==> src/rtl/debounce_pulse_gen_pkg.sv <==
// ---------------------------------------------------------------------------
// debounce_pulse_gen_pkg
//   Types and default constants shared by the push-button conditioning blocks.
//   - db_state_e : debounce FSM state encoding (2 bits)
//   - DEF_*      : default debounce / auto-repeat timing
//   - cnt_limit  : largest value representable in a w-bit counter
// ---------------------------------------------------------------------------
package debounce_pulse_gen_pkg;

  typedef enum logic [1:0] {
    IDLE         = 2'd0,
    CONFIRM_HIGH = 2'd1,
    PRESSED      = 2'd2,
    CONFIRM_LOW  = 2'd3
  } db_state_e;

  localparam int unsigned DEF_DEBOUNCE_CYCLES = 4;
  localparam int unsigned DEF_CNT_W           = 8;
  localparam int unsigned DEF_REPEAT_DELAY    = 8;
  localparam int unsigned DEF_REPEAT_PERIOD   = 3;

  function automatic int unsigned cnt_limit(input int unsigned w);
    return (w >= 32) ? 32'hFFFF_FFFF : ((32'd1 << w) - 32'd1);
  endfunction

endpackage

==> src/rtl/debounce_pulse_gen_if.sv <==
// ---------------------------------------------------------------------------
// debounce_pulse_gen_if
//   Button-side bundle of the debouncer.
//   btn_in    : raw asynchronous button level (master -> slave)
//   pulse_out : one-cycle pulse per accepted press / repeat (slave -> master)
//   level_out : debounced button level (slave -> master)
//   busy_out  : an edge is being confirmed (slave -> master)
//   modport master : the environment driving the button
//   modport slave  : the debouncer
// ---------------------------------------------------------------------------
interface debounce_pulse_gen_if;

  logic btn_in;
  logic pulse_out;
  logic level_out;
  logic busy_out;

  modport master (output btn_in, input pulse_out, input level_out, input busy_out);
  modport slave  (input btn_in, output pulse_out, output level_out, output busy_out);

endinterface

==> src/rtl/debounce_pulse_gen_sync_2ff.sv <==
// ---------------------------------------------------------------------------
// sync_2ff
//   Two-flop synchroniser with asynchronous active-high reset, shared by the
//   input conditioners.
//   clk : rising-edge clock
//   rst : asynchronous active-high reset, clears both stages
//   d   : asynchronous input level
//   q   : synchronised level, two clock edges behind d
// ---------------------------------------------------------------------------
module sync_2ff (
  input  logic clk,
  input  logic rst,
  input  logic d,
  output logic q
);

  logic s1;

  // NOTE: non-blocking assignments make s1 and q shift together on the same
  // edge; blocking ones would collapse the two stages into one.
  always_ff @(posedge clk or posedge rst) begin
    if (rst) begin
      s1 <= 1'b0;
      q  <= 1'b0;
    end else begin
      s1 <= d;
      q  <= s1;
    end
  end

endmodule

==> src/rtl/debounce_pulse_gen.sv <==
// ---------------------------------------------------------------------------
// debounce_pulse_gen
//   Synchronises and debounces a raw push-button level and emits one
//   single-cycle pulse per accepted press, used as the count enable of the
//   downstream counter.
//   clk   : rising-edge clock
//   reset : asynchronous active-high reset
//   bus   : debounce_pulse_gen_if.slave (btn_in in; pulse_out, level_out,
//           busy_out out, all outputs registered)
//   Parameters: DEBOUNCE_CYCLES, CNT_W, REPEAT_DELAY, REPEAT_PERIOD.
//   Build option: define HOLD_REPEAT_EN to auto-repeat pulse_out while the
//   button stays pressed; without it exactly one pulse per press is produced
//   and no repeat logic exists.
// ---------------------------------------------------------------------------
module debounce_pulse_gen
  import debounce_pulse_gen_pkg::*;
#(
  parameter int unsigned DEBOUNCE_CYCLES = DEF_DEBOUNCE_CYCLES,
  parameter int unsigned CNT_W           = DEF_CNT_W,
  parameter int unsigned REPEAT_DELAY    = DEF_REPEAT_DELAY,
  parameter int unsigned REPEAT_PERIOD   = DEF_REPEAT_PERIOD
) (
  input  logic                clk,
  input  logic                reset,
  debounce_pulse_gen_if.slave bus
);

  localparam int unsigned MAX_COUNT =
    (DEBOUNCE_CYCLES > REPEAT_DELAY) ? DEBOUNCE_CYCLES : REPEAT_DELAY;

  // Reject configurations where a counter could wrap or a threshold is unreachable.
  generate
    if (DEBOUNCE_CYCLES < 1 || REPEAT_PERIOD < 1 || REPEAT_PERIOD > REPEAT_DELAY ||
        MAX_COUNT > cnt_limit(CNT_W)) begin : g_bad_cfg
      $error("debounce_pulse_gen: inconsistent DEBOUNCE_CYCLES/CNT_W/REPEAT_* setting");
    end
  endgenerate

  localparam logic [CNT_W-1:0] CNT_ONE = CNT_W'(1);
  localparam logic [CNT_W-1:0] THRESH  = CNT_W'(DEBOUNCE_CYCLES);

  logic             s2;
  db_state_e        state;
  logic [CNT_W-1:0] cnt;
  logic [CNT_W-1:0] cnt_inc;
  logic             pulse_q;
  logic             level_q;
  logic             busy_q;

  sync_2ff u_sync (
    .clk (clk),
    .rst (reset),
    .d   (bus.btn_in),
    .q   (s2)
  );

  // Saturating increment: the sample counter never wraps past its threshold.
  assign cnt_inc = (cnt >= THRESH) ? THRESH : cnt + CNT_ONE;

`ifdef HOLD_REPEAT_EN
  localparam logic [CNT_W-1:0] RPT_FIRST  = CNT_W'(REPEAT_DELAY);
  localparam logic [CNT_W-1:0] RPT_RELOAD = CNT_W'(REPEAT_DELAY - REPEAT_PERIOD);

  logic [CNT_W-1:0] rpt;
  logic [CNT_W-1:0] rpt_inc;

  assign rpt_inc = rpt + CNT_ONE;
`endif

  always_ff @(posedge clk or posedge reset) begin
    if (reset) begin
      state   <= IDLE;
      cnt     <= '0;
      pulse_q <= 1'b0;
      level_q <= 1'b0;
      busy_q  <= 1'b0;
`ifdef HOLD_REPEAT_EN
      rpt     <= '0;
`endif
    end else begin
      pulse_q <= 1'b0;
`ifdef HOLD_REPEAT_EN
      // Only a held PRESSED cycle keeps the repeat count; every other path,
      // including entry into PRESSED, restarts it from zero.
      rpt     <= '0;
`endif
      case (state)
        IDLE: begin
          if (s2) begin
            if (CNT_ONE == THRESH) begin
              state   <= PRESSED;
              cnt     <= '0;
              pulse_q <= 1'b1;
              level_q <= 1'b1;
              busy_q  <= 1'b0;
            end else begin
              state   <= CONFIRM_HIGH;
              cnt     <= CNT_ONE;
              busy_q  <= 1'b1;
            end
          end
        end

        CONFIRM_HIGH: begin
          if (!s2) begin
            // Bounce rejected: start over without a pulse.
            state  <= IDLE;
            cnt    <= '0;
            busy_q <= 1'b0;
          end else if (cnt_inc == THRESH) begin
            state   <= PRESSED;
            cnt     <= '0;
            pulse_q <= 1'b1;
            level_q <= 1'b1;
            busy_q  <= 1'b0;
          end else begin
            cnt <= cnt_inc;
          end
        end

        PRESSED: begin
          if (!s2) begin
            if (CNT_ONE == THRESH) begin
              state   <= IDLE;
              cnt     <= '0;
              level_q <= 1'b0;
            end else begin
              state  <= CONFIRM_LOW;
              cnt    <= CNT_ONE;
              busy_q <= 1'b1;
            end
          end
`ifdef HOLD_REPEAT_EN
          else begin
            if (rpt_inc == RPT_FIRST) begin
              pulse_q <= 1'b1;
              rpt     <= RPT_RELOAD;
            end else begin
              rpt     <= rpt_inc;
            end
          end
`endif
        end

        CONFIRM_LOW: begin
          if (s2) begin
            // Release was a bounce: back to PRESSED, level held, no new pulse.
            state  <= PRESSED;
            cnt    <= '0;
            busy_q <= 1'b0;
          end else if (cnt_inc == THRESH) begin
            state   <= IDLE;
            cnt     <= '0;
            level_q <= 1'b0;
            busy_q  <= 1'b0;
          end else begin
            cnt <= cnt_inc;
          end
        end

        default: begin
          state   <= IDLE;
          cnt     <= '0;
          level_q <= 1'b0;
          busy_q  <= 1'b0;
        end
      endcase
    end
  end

  assign bus.pulse_out = pulse_q;
  assign bus.level_out = level_q;
  assign bus.busy_out  = busy_q;

endmodule

==> src/flat_wrapper.sv <==
// flat-port wrapper written by rule: the top's interface ports become plain ports
module debounce_pulse_gen_flat import debounce_pulse_gen_pkg::*;
#(
  parameter int unsigned DEBOUNCE_CYCLES = DEF_DEBOUNCE_CYCLES,
  parameter int unsigned CNT_W           = DEF_CNT_W,
  parameter int unsigned REPEAT_DELAY    = DEF_REPEAT_DELAY,
  parameter int unsigned REPEAT_PERIOD   = DEF_REPEAT_PERIOD
)
  (clk, reset, bus_btn_in, bus_pulse_out, bus_level_out, bus_busy_out);
  debounce_pulse_gen_if bus_i ();
  input  logic clk;
  input  logic reset;
  input wire logic [$bits(bus_i.btn_in)-1:0] bus_btn_in;
  output wire logic [$bits(bus_i.pulse_out)-1:0] bus_pulse_out;
  output wire logic [$bits(bus_i.level_out)-1:0] bus_level_out;
  output wire logic [$bits(bus_i.busy_out)-1:0] bus_busy_out;
  assign bus_i.btn_in = bus_btn_in;
  assign bus_pulse_out = bus_i.pulse_out;
  assign bus_level_out = bus_i.level_out;
  assign bus_busy_out = bus_i.busy_out;
  debounce_pulse_gen #(.DEBOUNCE_CYCLES(DEBOUNCE_CYCLES), .CNT_W(CNT_W), .REPEAT_DELAY(REPEAT_DELAY), .REPEAT_PERIOD(REPEAT_PERIOD)) u_core (.clk(clk), .reset(reset), .bus(bus_i));
endmodule
==> config.mk <==
export PLATFORM = sky130hd
export DESIGN_NAME = debounce_pulse_gen_flat
export DESIGN_NICKNAME = d
export VERILOG_FILES = /design/src/rtl/debounce_pulse_gen_pkg.sv /design/src/rtl/debounce_pulse_gen_if.sv /design/src/rtl/debounce_pulse_gen_sync_2ff.sv /design/src/rtl/debounce_pulse_gen.sv /design/src/flat_wrapper.sv
export SDC_FILE = /design/constraint.sdc
export NUM_CORES = 1
export LEC_CHECK = 0
export ABC_CLOCK_PERIOD_IN_PS = 1500
export BUFFER_PORTS_ARGS = -buffer_cell sky130_fd_sc_hd__buf_2
export CORE_MARGIN = 5
export CORE_UTILIZATION = 48
export CTS_CLUSTER_DIAMETER = 120
export DETAILED_ROUTE_END_ITERATION = 6
export HOLD_SLACK_MARGIN = 0.15
export PLACE_DENSITY_LB_ADDON = 0.25
export REMOVE_ABC_BUFFERS = 1
export SYNTH_ARGS = -nofsm -noshare
export SYNTH_HDL_FRONTEND = slang
export SYNTH_SLANG_ARGS = --single-unit
export TNS_END_PERCENT = 50
==> constraint.sdc <==
create_clock -name clk -period 1.5 [get_ports clk]
set_input_delay 0.3 -clock clk [delete_from_list [all_inputs] [get_ports clk]]
set_output_delay 0.3 -clock clk [all_outputs]
set_load 0.01 [all_outputs]
==> run_results.csv, run 1 <==
group,metric,value,unit
critical_path,crit_arrival,1.66,ns
clocking,cts_max_level,1,
die,io_pins,6,
critical_path,crit_path_end_kind,"flop",
run_status,status,"finished clean",
timing,finalHoldViolations,0,
timing,setup_slack,0.00895,ns
placed_design,pre_cts_slack,-0.0826,ns
critical_path,path_max_fanout,2,
timing,worstMarginPinSlew,0.544,ns
logic_synthesis,synth.distinct_cells,21,
timing,finalClockSkew,0.00210,ns
placed_design,gp_congestion,0.833,
placed_design,hpwl,825,µm
placed_design,place_area,748,µm²
logic_synthesis,synth_top_family_by_area,"simple AND/OR/NAND/NOR gates",
logic_synthesis,syn_area,629,µm²
detailed_routing,drc_errors,0,
final_layout,mostFrequentLayoutCell,"dfrtp_1",
clocking,cts_buffers,3,
logic_synthesis,muxShareOfSynthArea,0.0239,
final_layout,final_area,848,µm²
timing,relSlewSlack,0.637,
worst_hold_path,hp-class,"flop to flop",
final_layout,area_delta_synth_final,34.8,%
final_layout,fin_nets,80,
placed_design,place_inst,81,
detailed_routing,ant_nets,0,
global_route,antenna_found_initial,0,
pwr,leakage,0.000419,µW
die,coreArea,0.00127,mm²
logic_synthesis,synth_compound_area_frac,0.0994,
pwr,p_total,1360,µW
logic_synthesis,avgSynthCellArea,12.3,µm²
logic_synthesis,syn_inst,51,
global_route,grt_pass1_wl,2100,µm
die,rows,13,
final_layout,layout_common_cells,"15 x dfrtp_1, 10 x buf_4, 5 x buf_2",
timing,setup_viol,0,
global_route,grt_use_total,0.144,
clocking,cts.clk_slew.worst_paths,0.08,ns
clocking,clock_path_buffers,2,
clocking,clock_sinks,15,
detailed_routing,drtIter0Drc,21,
logic_synthesis,seq_area_frac_synth,0.596,
die,start_util,0.496,
flow_run,cap_violations,0,
logic_synthesis,yosys_warnings,0,
logic_synthesis,synth_xor_area_frac,0.0278,
critical_path,worst_ep_required_time,1.67,ns
die,die_x,46.2,µm
timing,min_period,1.49,ns
pwr,vdd_ir_drop_max,0.000952,V
final_layout,final_layout_size_suffix_gt1_frac,0.405,
logic_synthesis,synthSimpleGateAreaFrac,0.183,
global_route,grt_start_max_net_pins,16,
final_layout,stdcell_count,89,
detailed_routing,wl_per_cell,13.4,µm
timing,clock.fmax,0.671,GHz
logic_synthesis,ys_ff_latch,15,
final_layout,diodes,0,
die,die-area,0.00214,mm²
detailed_routing,wirelength,1190,µm
clocking,root_buffer,"clkbuf_4",
detailed_routing,via_per_inst,5.52,
critical_path,critPathLaunchType,"flop",
detailed_routing,drtPass1Iterations,4,
placed_design,port_buffers,5,
global_route,grt_use_met3,0.0352,
global_route,grt_pass1_vias,456,
global_route,grt.busiest_layer,"met2",
die,die_h,46.2,µm
pwr,power_density,1610,mW/mm²
global_route,grt_util_met2,0.217,
global_route,grt_overflow,0,
global_route,gr-usage-met1,0.185,
clocking,cts_tree,"done",
logic_synthesis,synthAdderAreaFrac,0.0398,
detailed_routing,vias,491,
timing,maxSlewViolCount,0,
timing,rsz0062_at_grt,"true",
timing,finalCritPeriodShare,0.994,
final_layout,utilization,0.669,
critical_path,crit_type,"flop to flop",
clocking,clk_latency,0.28,ns
[final cells by class]
| type | instances | area [µm²] |
|---|---|---|
| timing repair buffer | 19 | 143 |
| clock buffer | 4 | 26.3 |
| fill | 94 | 420 |
| tap | 15 | 18.8 |
| multi-input combinational | 31 | 267 |
| inverter | 5 | 18.8 |
| sequential | 15 | 375 |
[critical path, stage by stage (launching register included)]
cell and delay (ns):
dfrtp_1 0.40, inv_2 0.09, ha_4 0.20, nand3b_1 0.18, a31oi_2 0.19, mux2_4 0.31
[registers in the layout (all words and copies together) (netlist names), named ones only]
| name | count |
|---|---|
| u_core.bus.busy_out | 1 |
| u_core.bus.level_out | 1 |
| u_core.bus.pulse_out | 1 |
| u_core.cnt | 8 |
| u_core.state | 1 |
| u_core.u_sync.q | 1 |
| u_core.u_sync.s1 | 1 |
[stage by stage]
| step | hold slack, ns | TNS [ns] |
|---|---|---|
| global route | 0.382 | -0.172 |
| CTS | 0.360 | 0 |
| global placement | 0.334 | -0.0251 |
| detailed placement | 0.341 | -0.0826 |
| floorplan | 0.201 | -0.0809 |
| finish | 0.358 | 0 |
[cell usage after synthesis]
master / n / area (µm²)
nand4_1: 2 / 12.5
nor2_2: 1 / 6.26
nand3b_1: 3 / 22.5
mux2_4: 1 / 15.0
nand3_1: 1 / 5.00
a31oi_1: 2 / 12.5
inv_1: 5 / 18.8
nand2_1: 3 / 11.3
o31ai_1: 1 / 7.51
nor2_1: 1 / 3.75
o22ai_1: 1 / 6.26
a31oi_2: 1 / 12.5
and3_2: 1 / 7.51
nor4_4: 1 / 21.3
xor2_1: 1 / 8.76
dfrtp_1: 15 / 375
o32ai_1: 1 / 8.76
and3_1: 4 / 25.0
a21oi_1: 3 / 15.0
xnor2_1: 1 / 8.76
ha_1: 2 / 25.0
[kinds of logic after synthesis]
| group | Yosys count |
|---|---|
| AND/OR/NAND/NOR | 17 |
| flip-flops | 15 |
| AO/OA/AOI/OAI | 9 |
| buffers and inverters | 5 |
| XOR/XNOR | 2 |
| adder cells (fa/ha/maj) | 2 |
| multiplexers | 1 |
[per-layer routing]
metal	vias up	part of all wire	routed length, µm
met5	-	0	0
met4	0	0.016	19
met3	4	0.068	81
met2	17	0.48	574
met1	242	0.43	517
li1	228	-	-
[final timing paths]
check                                           start                               end  slack, ns  cells past startpoint
max in group asynchronous                       reset  u_core.bus.level_out$_DFFE_PP0P_       0.54                      3
hold / removal             u_core.u_sync.s1$_DFF_PP0_         u_core.u_sync.q$_DFF_PP0_       0.36                      0
setup / recovery            u_core.cnt[1]$_DFFE_PP0P_                              flop      0.009                      5
hold reg to reg            u_core.u_sync.s1$_DFF_PP0_         u_core.u_sync.q$_DFF_PP0_       0.36                      0
setup reg to reg            u_core.cnt[1]$_DFFE_PP0P_                              flop      0.009                      5
min in group asynchronous                       reset       u_core.state[0]$_DFFE_PP0P_       0.61                      3
[where the power goes]
group	switching (µW)	internal, µW	total, µW
sequential	55.2	478	533
combinational	298	308	606
clock	120	103	223
total	473	889	1360
[repair_timing]
action / 4_1_cts / 5_1_grt
pin swaps: 3 / 2
resized for setup: 4 / 4
cloned: 0 / 0
hold endpoints to repair: 16 / 0
endpoints found under the setup margin: 1 / 4
setup buffers: 2 / 0
hold buffers: 2 / 0
(Power assumes the default switching activity.)
==> run 2: changes to the inputs <==
--- a/config.mk
+++ b/config.mk
@@ -5,7 +5,7 @@
 export SDC_FILE = /design/constraint.sdc
 export NUM_CORES = 1
 export LEC_CHECK = 0
-export ABC_CLOCK_PERIOD_IN_PS = 1500
+export ABC_CLOCK_PERIOD_IN_PS = 1200
 export BUFFER_PORTS_ARGS = -buffer_cell sky130_fd_sc_hd__buf_2
 export CORE_MARGIN = 5
 export CORE_UTILIZATION = 48
==> constraint.sdc (replaced) <==
create_clock -name clk -period 1.2 [get_ports clk]
set_input_delay 0.24 -clock clk [delete_from_list [all_inputs] [get_ports clk]]
set_output_delay 0.24 -clock clk [all_outputs]
set_load 0.01 [all_outputs]
==> run 2 against run 1 <==
The run now ends with setup timing left. Via count decreased by 0.61%. Largest power group unchanged. First-iteration DRC count decreased by 43%. Register-to-register slack got worse by 0.31 ns. Cell area increased by 4.1%. Non-clock buffer count increased by 3. Highest routed layer unchanged. Sequential power increased by 24%. Combinational power increased by 31%. Power increased by 28%.
==> run_results.csv, run 2 (synthesis results as in run 1) <==
group,metric,value,unit
global_route,grt_overflow,0,
clocking,clock_path_buffers,2,
pwr,vdd_ir_drop_max,0.00119,V
critical_path,critPathLaunchType,"flop",
worst_hold_path,min_path_cells,0,
pwr,combPwrFrac,0.456,
pwr,seqPwrFrac,0.379,
timing,finalClockSkew,0.00209,ns
critical_path,crit_path_end_kind,"flop",
timing,setup_viol,8,
timing,finalCritPeriodShare,1.25,
detailed_routing,via_per_inst,5.30,
pwr,internal_power,1110,µW
pwr,leakage,0.000430,µW
critical_path,rr_worst_depth,5,
final_layout,final_layout_size_suffix_gt1_frac,0.468,
placed_design,port_buffers,5,
timing,worstMarginPinSlew,0.328,ns
timing,relSlewSlack,0.781,
detailed_routing,wirelength,1350,µm
clocking,cts_tree,"done",
detailed_routing,vias,488,
critical_path,crit_type,"flop to flop",
global_route,antenna_found_initial,0,
pwr,power_density,1980,mW/mm²
timing,min_period,1.51,ns
clocking,cts.clk_slew.worst_paths,0.09,ns
final_layout,area_delta_synth_final,40.4,%
final_layout,regMostFlops,"u_core.cnt",
detailed_routing,drtIter0Drc,12,
die,io_pins,6,
timing,rsz0062_at_grt,"true",
timing,maxSlewViolCount,0,
clocking,clock_sinks,15,
global_route,grt_start_max_net_pins,16,
run_status,status,"finished, violations left",
timing,finalHoldViolations,0,
final_layout,largest_reg_flops,8,
placed_design,hpwl,888,µm
detailed_routing,drtPass1Iterations,4,
final_layout,fin_nets,83,
die,die-area,0.00214,mm²
final_layout,layout_common_cells,"15 x dfrtp_1, 15 x buf_4, 5 x buf_2",
detailed_routing,ant_nets,0,
detailed_routing,wl_per_cell,14.7,µm
global_route,grt_use_total,0.152,
final_layout,utilization,0.696,
worst_hold_path,hold_end,"u_core.u_sync.q$_DFF_PP0_",
die,rows,13,
placed_design,gp_congestion,0.780,
clocking,clk_latency,0.28,ns
worst_hold_path,hp-class,"flop to flop",
die,die_x,46.2,µm
final_layout,diodes,0,
clocking,cts_max_level,1,
die,die_h,46.2,µm
detailed_routing,drc_errors,0,
final_layout,stdcell_count,92,
critical_path,r2r_slack,-0.31,ns
final_layout,fill_cells,104,
run_status,violations,"setup timing",
die,start_util,0.496,
clocking,root_buffer,"clkbuf_4",
critical_path,path_max_fanout,2,
critical_path,crit_arrival,1.68,ns
timing,clock.fmax,0.664,GHz
die,coreArea,0.00127,mm²
placed_design,place_inst,85,
worst_hold_path,hp-start,"u_core.u_sync.s1$_DFF_PP0_",
timing,setup_slack,-0.305,ns
global_route,grt_pass1_wl,2240,µm
clocking,cts_buffers,3,
global_route,grt_pass1_vias,497,
pwr,p_sw_frac,0.363,
pwr,switchingPower,634,µW
critical_path,worst_ep_required_time,1.38,ns
critical_path,reg2reg_from,"u_core.cnt[1]$_DFFE_PP0P_",
flow_run,cap_violations,0,
placed_design,pre_cts_slack,-0.337,ns
pwr,p_clk_frac,0.165,
[run 2: metrics by stage]
step,hold slack (ns),total power [µW],area [µm²],TNS [ns]
final,0.355,1750,883,-1.59
after global routing,0.372,1870,883,-2.07
after CTS,0.356,1690,865,-1.08
after detailed placement,0.246,1320,778,-1.18
after global placement,0.243,1310,778,-1.08
after floorplan,0.141,1010,629,-0.705
[run 2: power by group through the flow]
stage / registers (µW) / logic, µW / clock network (µW)
3_3_place_gp: 665 / 643 / 0
4_1_cts: 661 / 734 / 294
5_1_grt: 674 / 870 / 323
2_1_floorplan: 689 / 319 / 0
3_5_place_dp: 667 / 658 / 0
6_report: 662 / 795 / 288
[run 2: critical path: stages, from the launching register on]
cell,delay [ns]
dfrtp_1,0.41
inv_2,0.09
ha_4,0.20
nand3b_1,0.21
a31oi_4,0.19
mux2_4,0.31
[run 2: timing repair]
action,CTS,global route
pin swaps,5,3
endpoints found under the hold margin,16,0
buffers inserted,2,0
gates resized for setup,6,3
endpoints found under the setup margin,7,8
hold buffers,2,0
[run 2: final cells by class]
class	count	area, µm²	share of cell area
Timing Repair Buffer	22	158	0.178
Inverter	5	18.8	0.0212
Multi-Input combinational cell	31	287	0.324
Sequential cell	15	375	0.425
Tap cell	15	18.8	0.0212
Clock buffer	4	26.3	0.0297
[run 2: per-layer routing]
layer,GRT usage,part of all wire,vias to the layer above,wire [µm]
met5,0,0,-,0
met3,0.0234,0.055,4,75
li1,-,-,233,-
met1,0.200,0.42,239,572
met2,0.228,0.50,12,675
met4,0.102,0.021,0,28
[run 2: worst max path at each step]
stage,from,to,slack (ns),cells past startpoint
after floorplan,u_core.cnt[0]$_DFFE_PP0P_,flop,-0.38,5
after global placement,u_core.cnt[0]$_DFFE_PP0P_,flop,-0.33,5
after detailed placement,u_core.cnt[0]$_DFFE_PP0P_,flop,-0.34,5
after CTS,u_core.cnt[1]$_DFFE_PP0P_,flop,-0.28,5
after global routing,u_core.cnt[1]$_DFFE_PP0P_,u_core.bus.busy_out$_DFFE_PP0P_,-0.39,6
final,u_core.cnt[1]$_DFFE_PP0P_,flop,-0.31,5
